## config.mk

```make
export PLATFORM = sky130hd
export DESIGN_NAME = multicycle_alu
export DESIGN_NICKNAME = d
export VERILOG_FILES = /design/src/rtl/alu_pkg.sv /design/src/rtl/alu_shifter.sv /design/src/rtl/multicycle_alu.sv
export SDC_FILE = /design/constraint.sdc
export NUM_CORES = 2
export LEC_CHECK = 0
export CAP_MARGIN = 20
export CORE_ASPECT_RATIO = 0.6
export CORE_MARGIN = 2
export CORE_UTILIZATION = 23
export CTS_CLUSTER_SIZE = 20
export DETAILED_ROUTE_END_ITERATION = 8
export MAX_ROUTING_LAYER = met4
export PLACE_DENSITY = 0.51
export RECOVER_POWER = 50
export SLEW_MARGIN = 20
export SYNTH_ARGS = -nofsm -noshare
export SYNTH_HDL_FRONTEND = slang
export SYNTH_SLANG_ARGS = --single-unit
```

## constraint.sdc

```tcl
create_clock -name clock -period 6.22 [get_ports clock]
set_clock_uncertainty 0.15 [all_clocks]
set_input_delay 0.933 -clock clock [delete_from_list [all_inputs] [get_ports clock]]
set_output_delay 0.933 -clock clock [all_outputs]
set_load 0.02 [all_outputs]
```

## src/rtl/alu_pkg.sv

```systemverilog
`default_nettype none
// ============================================================================
// Module   : alu_pkg
// Brief    : Opcode encodings, FSM states and decode helper for multicycle_alu
// Revision : 1.0
// ============================================================================
package alu_pkg;

  localparam logic [4:0] c_op_add  = 5'b00011;
  localparam logic [4:0] c_op_sub  = 5'b00100;
  localparam logic [4:0] c_op_and  = 5'b00101;
  localparam logic [4:0] c_op_or   = 5'b00110;
  localparam logic [4:0] c_op_ror  = 5'b00111;
  localparam logic [4:0] c_op_rol  = 5'b01000;
  localparam logic [4:0] c_op_shr  = 5'b01001;
  localparam logic [4:0] c_op_shra = 5'b01010;
  localparam logic [4:0] c_op_shl  = 5'b01011;
  localparam logic [4:0] c_op_xor  = 5'b01101;
  localparam logic [4:0] c_op_nor  = 5'b01110;
  localparam logic [4:0] c_op_div  = 5'b01111;
  localparam logic [4:0] c_op_mul  = 5'b10000;
  localparam logic [4:0] c_op_neg  = 5'b10001;
  localparam logic [4:0] c_op_not  = 5'b10010;
  localparam logic [4:0] c_op_nop  = 5'b11010;

  typedef enum logic [1:0] {
    S_IDLE = 2'd0,
    S_MUL  = 2'd1,
    S_DIV  = 2'd2,
    S_FIX  = 2'd3
  } state_t;

  function automatic logic is_single_op(input logic [4:0] op);
    case (op)
      c_op_add, c_op_sub, c_op_and, c_op_or, c_op_xor, c_op_nor, c_op_not,
      c_op_neg, c_op_shl, c_op_shr, c_op_shra, c_op_rol, c_op_ror:
        is_single_op = 1'b1;
      default:
        is_single_op = 1'b0;
    endcase
  endfunction

endpackage
`default_nettype wire

```

## src/rtl/alu_shifter.sv

```systemverilog
`default_nettype none
// ============================================================================
// Module   : alu_shifter
// Brief    : Combinational barrel shifter / rotator (shl, shr, shra, rol, ror)
// Revision : 1.0
// ============================================================================
module alu_shifter
  import alu_pkg::*;
#(
  parameter int WIDTH = 32
) (
  input  logic [WIDTH-1:0]         a,
  input  logic [$clog2(WIDTH)-1:0] amt,
  input  logic [4:0]               op,
  output logic [WIDTH-1:0]         y
);

  logic [WIDTH-1:0] w_rol;
  logic [WIDTH-1:0] w_ror;

  // ~amt equals WIDTH-1-amt, so the extra shift by one yields WIDTH-amt and
  // an amount of 0 contributes nothing from the wrapped side.
  assign w_rol = (a << amt) | ((a >> (~amt)) >> 1);
  assign w_ror = (a >> amt) | ((a << (~amt)) << 1);

  always_comb begin
    y = '0;
    case (op)
      c_op_shl:  y = a << amt;
      c_op_shr:  y = a >> amt;
      c_op_shra: y = $signed(a) >>> amt;
      c_op_rol:  y = w_rol;
      c_op_ror:  y = w_ror;
      default:   y = '0;
    endcase
  end

endmodule
`default_nettype wire

```

## src/rtl/multicycle_alu.sv

```systemverilog
`default_nettype none
// ============================================================================
// Module   : multicycle_alu
// Brief    : Sequential ALU: single-cycle ops plus Booth multiply and
//            non-restoring divide behind a start/busy/done handshake
// Revision : 1.0
// ============================================================================
module multicycle_alu
  import alu_pkg::*;
#(
  parameter int WIDTH = 32
) (
  input  logic                 clock,
  input  logic                 clear,
  input  logic                 start,
  input  logic [4:0]           opcode,
  input  logic [WIDTH-1:0]     A,
  input  logic [WIDTH-1:0]     B,
  output logic [2*WIDTH-1:0]   C,
  output logic                 busy,
  output logic                 done,
  output logic                 div_zero
);

  localparam int SHW = $clog2(WIDTH);
  localparam logic [SHW-1:0] c_last = SHW'(WIDTH - 1);

  state_t               r_state, w_state_n;
  logic [2*WIDTH-1:0]   r_c, w_c_n;
  logic                 r_done, w_done_n;
  logic                 r_div_zero, w_dz_n;
  logic [SHW-1:0]       r_count, w_count_n;
  logic [WIDTH:0]       r_acc, w_acc_n;     // Booth accumulator / partial remainder
  logic [WIDTH-1:0]     r_q, w_q_n;         // multiplier / quotient
  logic                 r_qm1, w_qm1_n;
  logic [WIDTH-1:0]     r_m, w_m_n;         // multiplicand / |divisor|
  logic                 r_neg_q, w_neg_q_n;
  logic                 r_neg_r, w_neg_r_n;

  logic [WIDTH-1:0]     w_shift;
  logic [WIDTH-1:0]     w_single;
  logic                 w_single_ok;
  logic [WIDTH-1:0]     w_abs_a, w_abs_b;
  logic [WIDTH:0]       w_add_a, w_add_b, w_sum, w_booth;
  logic                 w_add_sub;
  logic [WIDTH:0]       w_mul_acc;
  logic [WIDTH-1:0]     w_mul_q;
  logic [WIDTH-1:0]     w_rem;

  alu_shifter #(.WIDTH(WIDTH)) u_shifter (
    .a   (A),
    .amt (B[SHW-1:0]),
    .op  (opcode),
    .y   (w_shift)
  );

  assign w_single_ok = is_single_op(opcode);

  always_comb begin
    w_single = '0;
    case (opcode)
      c_op_add: w_single = A + B;
      c_op_sub: w_single = A - B;
      c_op_and: w_single = A & B;
      c_op_or:  w_single = A | B;
      c_op_xor: w_single = A ^ B;
      c_op_nor: w_single = ~(A | B);
      c_op_not: w_single = ~A;
      c_op_neg: w_single = -A;
      default:  w_single = w_shift;
    endcase
  end

  assign w_abs_a = A[WIDTH-1] ? -A : A;
  assign w_abs_b = B[WIDTH-1] ? -B : B;

  // Single adder/subtractor shared by Booth steps, divide steps and the
  // final remainder restore.
  always_comb begin
    w_add_a   = r_acc;
    w_add_b   = {1'b0, r_m};
    w_add_sub = 1'b0;
    case (r_state)
      S_MUL: begin
        w_add_b   = {r_m[WIDTH-1], r_m};
        w_add_sub = r_q[0] & ~r_qm1;
      end
      S_DIV: begin
        w_add_a   = {r_acc[WIDTH-1:0], r_q[WIDTH-1]};
        w_add_sub = ~r_acc[WIDTH];
      end
      default: ;
    endcase
  end

  assign w_sum     = w_add_sub ? (w_add_a - w_add_b) : (w_add_a + w_add_b);
  assign w_booth   = (r_q[0] ^ r_qm1) ? w_sum : r_acc;
  assign w_mul_acc = {w_booth[WIDTH], w_booth[WIDTH:1]};
  assign w_mul_q   = {w_booth[0], r_q[WIDTH-1:1]};
  assign w_rem     = r_acc[WIDTH] ? w_sum[WIDTH-1:0] : r_acc[WIDTH-1:0];

  always_comb begin
    w_state_n = r_state;
    w_c_n     = r_c;
    w_done_n  = 1'b0;
    w_dz_n    = r_div_zero;
    w_count_n = r_count;
    w_acc_n   = r_acc;
    w_q_n     = r_q;
    w_qm1_n   = r_qm1;
    w_m_n     = r_m;
    w_neg_q_n = r_neg_q;
    w_neg_r_n = r_neg_r;
    case (r_state)
      S_IDLE: begin
        if (start) begin
          if (opcode == c_op_mul) begin
            w_count_n = '0;
            w_acc_n   = '0;
            w_m_n     = A;
            w_q_n     = B;
            w_qm1_n   = 1'b0;
            w_state_n = S_MUL;
          end else if (opcode == c_op_div && B != '0) begin
            w_count_n = '0;
            w_acc_n   = '0;
            w_m_n     = w_abs_b;
            w_q_n     = w_abs_a;
            w_neg_q_n = A[WIDTH-1] ^ B[WIDTH-1];
            w_neg_r_n = A[WIDTH-1];
            w_state_n = S_DIV;
          end else begin
            w_done_n = 1'b1;
            w_dz_n   = 1'b0;
            if (opcode == c_op_div) begin
              w_c_n  = {A, {WIDTH{1'b1}}};
              w_dz_n = 1'b1;
            end else if (w_single_ok) begin
              w_c_n = {{WIDTH{w_single[WIDTH-1]}}, w_single};
            end
          end
        end
      end
      S_MUL: begin
        w_acc_n = w_mul_acc;
        w_q_n   = w_mul_q;
        w_qm1_n = r_q[0];
        if (r_count == c_last) begin
          w_c_n     = {w_mul_acc[WIDTH-1:0], w_mul_q};
          w_done_n  = 1'b1;
          w_dz_n    = 1'b0;
          w_state_n = S_IDLE;
        end else begin
          w_count_n = r_count + 1'b1;
        end
      end
      S_DIV: begin
        w_acc_n = w_sum;
        w_q_n   = {r_q[WIDTH-2:0], ~w_sum[WIDTH]};
        if (r_count == c_last) begin
          w_state_n = S_FIX;
        end else begin
          w_count_n = r_count + 1'b1;
        end
      end
      S_FIX: begin
        w_c_n     = {(r_neg_r ? -w_rem : w_rem), (r_neg_q ? -r_q : r_q)};
        w_done_n  = 1'b1;
        w_dz_n    = 1'b0;
        w_state_n = S_IDLE;
      end
      default: w_state_n = S_IDLE;
    endcase
  end

  always_ff @(posedge clock or posedge clear) begin
    if (clear) begin
      r_state <= S_IDLE;
    end else begin
      r_state <= w_state_n;
    end
  end

  always_ff @(posedge clock or posedge clear) begin
    if (clear) begin
      r_c        <= '0;
      r_done     <= 1'b0;
      r_div_zero <= 1'b0;
      r_count    <= '0;
      r_acc      <= '0;
      r_q        <= '0;
      r_qm1      <= 1'b0;
      r_m        <= '0;
      r_neg_q    <= 1'b0;
      r_neg_r    <= 1'b0;
    end else begin
      r_c        <= w_c_n;
      r_done     <= w_done_n;
      r_div_zero <= w_dz_n;
      r_count    <= w_count_n;
      r_acc      <= w_acc_n;
      r_q        <= w_q_n;
      r_qm1      <= w_qm1_n;
      r_m        <= w_m_n;
      r_neg_q    <= w_neg_q_n;
      r_neg_r    <= w_neg_r_n;
    end
  end

  assign C        = r_c;
  assign busy     = (r_state != S_IDLE);
  assign done     = r_done;
  assign div_zero = r_div_zero;

endmodule
`default_nettype wire
```

==> flow_metrics.tcl <==
set metrics [dict create \
    multi_input_area_um2 19770 \
    cap_violations 1 \
    dr.pass1.iters 6 \
    yosysSeqAreaShare 0.1697 \
    setup.worst_path.class "flop to flop" \
    clk_latency_ns 0.48 \
    finalCritPeriodShare 0.9684 \
    netlist_top_cells_area "dfrtp_1 17%, o21ai_0 7.8%, nand2_1 7.5%" \
    hp-start "C[31]" \
    synthesis.nets 3801 \
    worstPathMaxFanout 5 \
    synth.most_common_cell "nand2_1" \
    drt_iter0_markers 4562 \
    synth.avg_cell_area_um2 7.131 \
    r2r_start "r_m[8]" \
    yosysWarnings 0 \
    powerDensity_nw_per_um2 472.5 \
    clk_path_buf_depth 2 \
    clkTransAtPathRegs_ns 0.08 \
    dieArea_um2 113700 \
    setup_viol_count_final 0 \
    hp-class "flop to flop" \
    irDropWorstVdd_mv 0.2769 \
    io_pins 139 \
    gp_congestion 1.056 \
    path_cells "or4_1, nor3_4, nor2b_1, buf_4, a21oi_1, xnor2_1, ha_1, nand2_1, or4_1, a211o_1, nand2_1, xor2_1, mux2_2, or4_4, or4_1, buf_4, o41ai_1, buf_4, xnor2_1, o221ai_1" \
    synthArstFlopShare 1.000 \
    syn-cell-area_um2 25510 \
    yosys-top-cells-count "510 x nand2_1, 398 x o21ai_0, 307 x nor2_1" \
    grt_antenna_before_repair 13 \
    core-area_um2 109700 \
    die_h_um 262.0 \
    relSlewSlack -1.630 \
    initial_core_util 0.2324 \
    fin_area_um2 31300 \
    ys_ff_latch 173 \
    max_freq_mhz 166.0 \
    area_growth_pct 22.69 \
    crit_slowest_cell "or4_1" \
    dpl_worst_slack_ns -0.2594 \
    setup_tns_ns 0 \
    critical_path_buf_inv_count 3 \
    post_drt_wl_per_cell_um 28.65 \
    synth_top_area_share 0.1697 \
    cts_buffers 17 \
    synth_edf_count 0 \
    leakagePower_uw 0.01274 \
    worst_slack_ns 0.1968 \
    hold_violations 0 \
    first_global_vias 26845 \
    rrSetupSlack_ns 0.20 \
    drive_gt1_frac 0.1571 \
    outcome "complete, but fails checks" \
    gr-total-overflow 0 \
    arrival_ns 6.22 \
    h-tree-depth 4 \
    critical-path-top-delay-family "simple AND/OR/NAND/NOR gates" \
    yosysTopAreaCell "dfrtp_1" \
    drc_errors 0 \
    yosys_most_used_dff "dfrtp_1" \
    grt_use_total 0.2672 \
    hold-path-endpoint "C[31]" \
    worstMarginPinSlew_ns 3.945 \
    dp_hpwl_um 120100 \
    critPathRequiredTime_ns 6.42 \
    cts_tree "yes" \
    r2r.worst_path.cells 20 \
    cts.sinks 173 \
    violations "capacitance limit, slew limit" \
    synthCells 3577 \
    routed_wirelength_um 152000 \
    io_buffers 138 \
    cpPeakStageDelay_ns 0.61 \
    die_width_um 433.9 \
    fin_crit_ns 6.023 \
    grt_setup_unrepaired "yes" \
    cp-end-kind "flop" \
    critPathLaunchType "flop" \
    cts_root_buf "clkbuf_16" \
    nNetsFinal 4018 \
    slew_violations 94 \
    fill_cells 12039 \
    hold_depth 2 \
    place_area_um2 30560 \
    ant_nets 0 \
    synth.distinct_cells 91 \
    vias 30544 \
    grt_max_degree 94 \
    ff_latch_area_um2 4330 \
    grt_pass1_wl_um 211100 \
    routed_via_density 5.754 \
    num_rows 94 \
    instances_no_fill 5308 \
    timing.rr.end "C[63]" \
    post-place-cells 5260 \
]
==> layout by cell type (no fill, tap or decap), types with 49 or more instances in the layout <==
cell type,netlist,final
xnor2_1,166,165
mux4_2,49,49
a22oi_1,61,61
nor3_1,65,61
buf_4,1,372
inv_1,101,99
dfrtp_1,173,172
nand3_1,54,53
mux2i_1,81,81
clkdlybuf4s50_1,0,100
nand2_1,510,509
a21oi_1,282,281
nor2_1,307,307
ha_1,150,145
o21ai_0,398,394
mux2_2,63,63
==> cell type report <==
class                      count  share of cell area
multi-input combinational   2977              0.6318
clock inverter                15            0.005557
tap                         1488             0.05949
antenna                       13            0.001040
clock buffer                  17             0.01359
timing repair buffer         517              0.1372
sequential                   173              0.1384
inverter                     108             0.01295
==> how the worst max path moves through the flow <==
stage	start	endpoint	slack, ns	cells after the start
global placement	B[0]	C[62]	-0.29	25
floorplan	B[0]	C[63]	0.03	26
detailed placement	B[0]	C[62]	-0.26	25
finish	r_m[8]	C[63]	0.20	20
global route	r_m[2]	C[63]	-0.04	22
CTS	r_m[8]	C[63]	0.02	22
==> per-layer routing <==
metal | vias up | part of all wire | wire length [µm] | GRT usage
met4 | 0 | 0.021 | 3164 | 0.05739
met2 | 2030 | 0.35 | 52700 | 0.3072
li1 | 13520 | - | - | -
met3 | 157 | 0.16 | 23810 | 0.1159
met5 | - | 0 | 0 | -
met1 | 14837 | 0.48 | 72380 | 0.4042
==> kinds of logic after synthesis <==
| kind of cell | after synthesis | synth area share |
|---|---|---|
| adder cells (fa/ha/maj) | 152 | 0.07515 |
| AND/OR/NAND/NOR | 1185 | 0.2088 |
| flip-flops | 173 | 0.1697 |
| XOR/XNOR | 209 | 0.07206 |
| multiplexers | 194 | 0.1034 |
| AO/OA/AOI/OAI | 1237 | 0.3072 |
| buffers and inverters | 427 | 0.06372 |
==> what timing repair did <==
action | CTS | global route
gates resized for setup | 0 | 18
setup buffers | 0 | 1
hold endpoints to repair | 0 | 0
hold buffers | 0 | 0
endpoints found under the setup margin | 0 | 9
==> per-stage QoR <==
stage / util / power, µW / hold WS [ns]
6_report: 0.2852 / 14790 / 0.3642
5_1_grt: 0.2850 / 15740 / 0.3902
4_1_cts: 0.2839 / 14410 / 0.3728
3_5_place_dp: 0.2785 / 13190 / 0.3479
3_3_place_gp: 0.2785 / 13130 / 0.3493
2_1_floorplan: - / 8789 / 0.3201
==> power by group <==
group / internal, µW / total (µW) / leakage [µW] / switching [µW]
clock network: 576 / 1170 / 0.000290 / 593
registers: 1650 / 2360 / 0.00216 / 717
logic: 4400 / 11300 / 0.0103 / 6860
==> tightest hold or removal path, cell delays in order, from the launching register on <==
cell and delay, ns:
dfrtp_1 0.35, nor2_1 0.05, nor2_1 0.09
==> registers in the layout, summed over array words and instances, names as in the netlist, 2 cells and up <==
name and flops:
r_state 2, r_acc 33, r_count 5, r_m 32, r_q 32, C 64
Note: power is estimated with default switching activity, not from simulation.
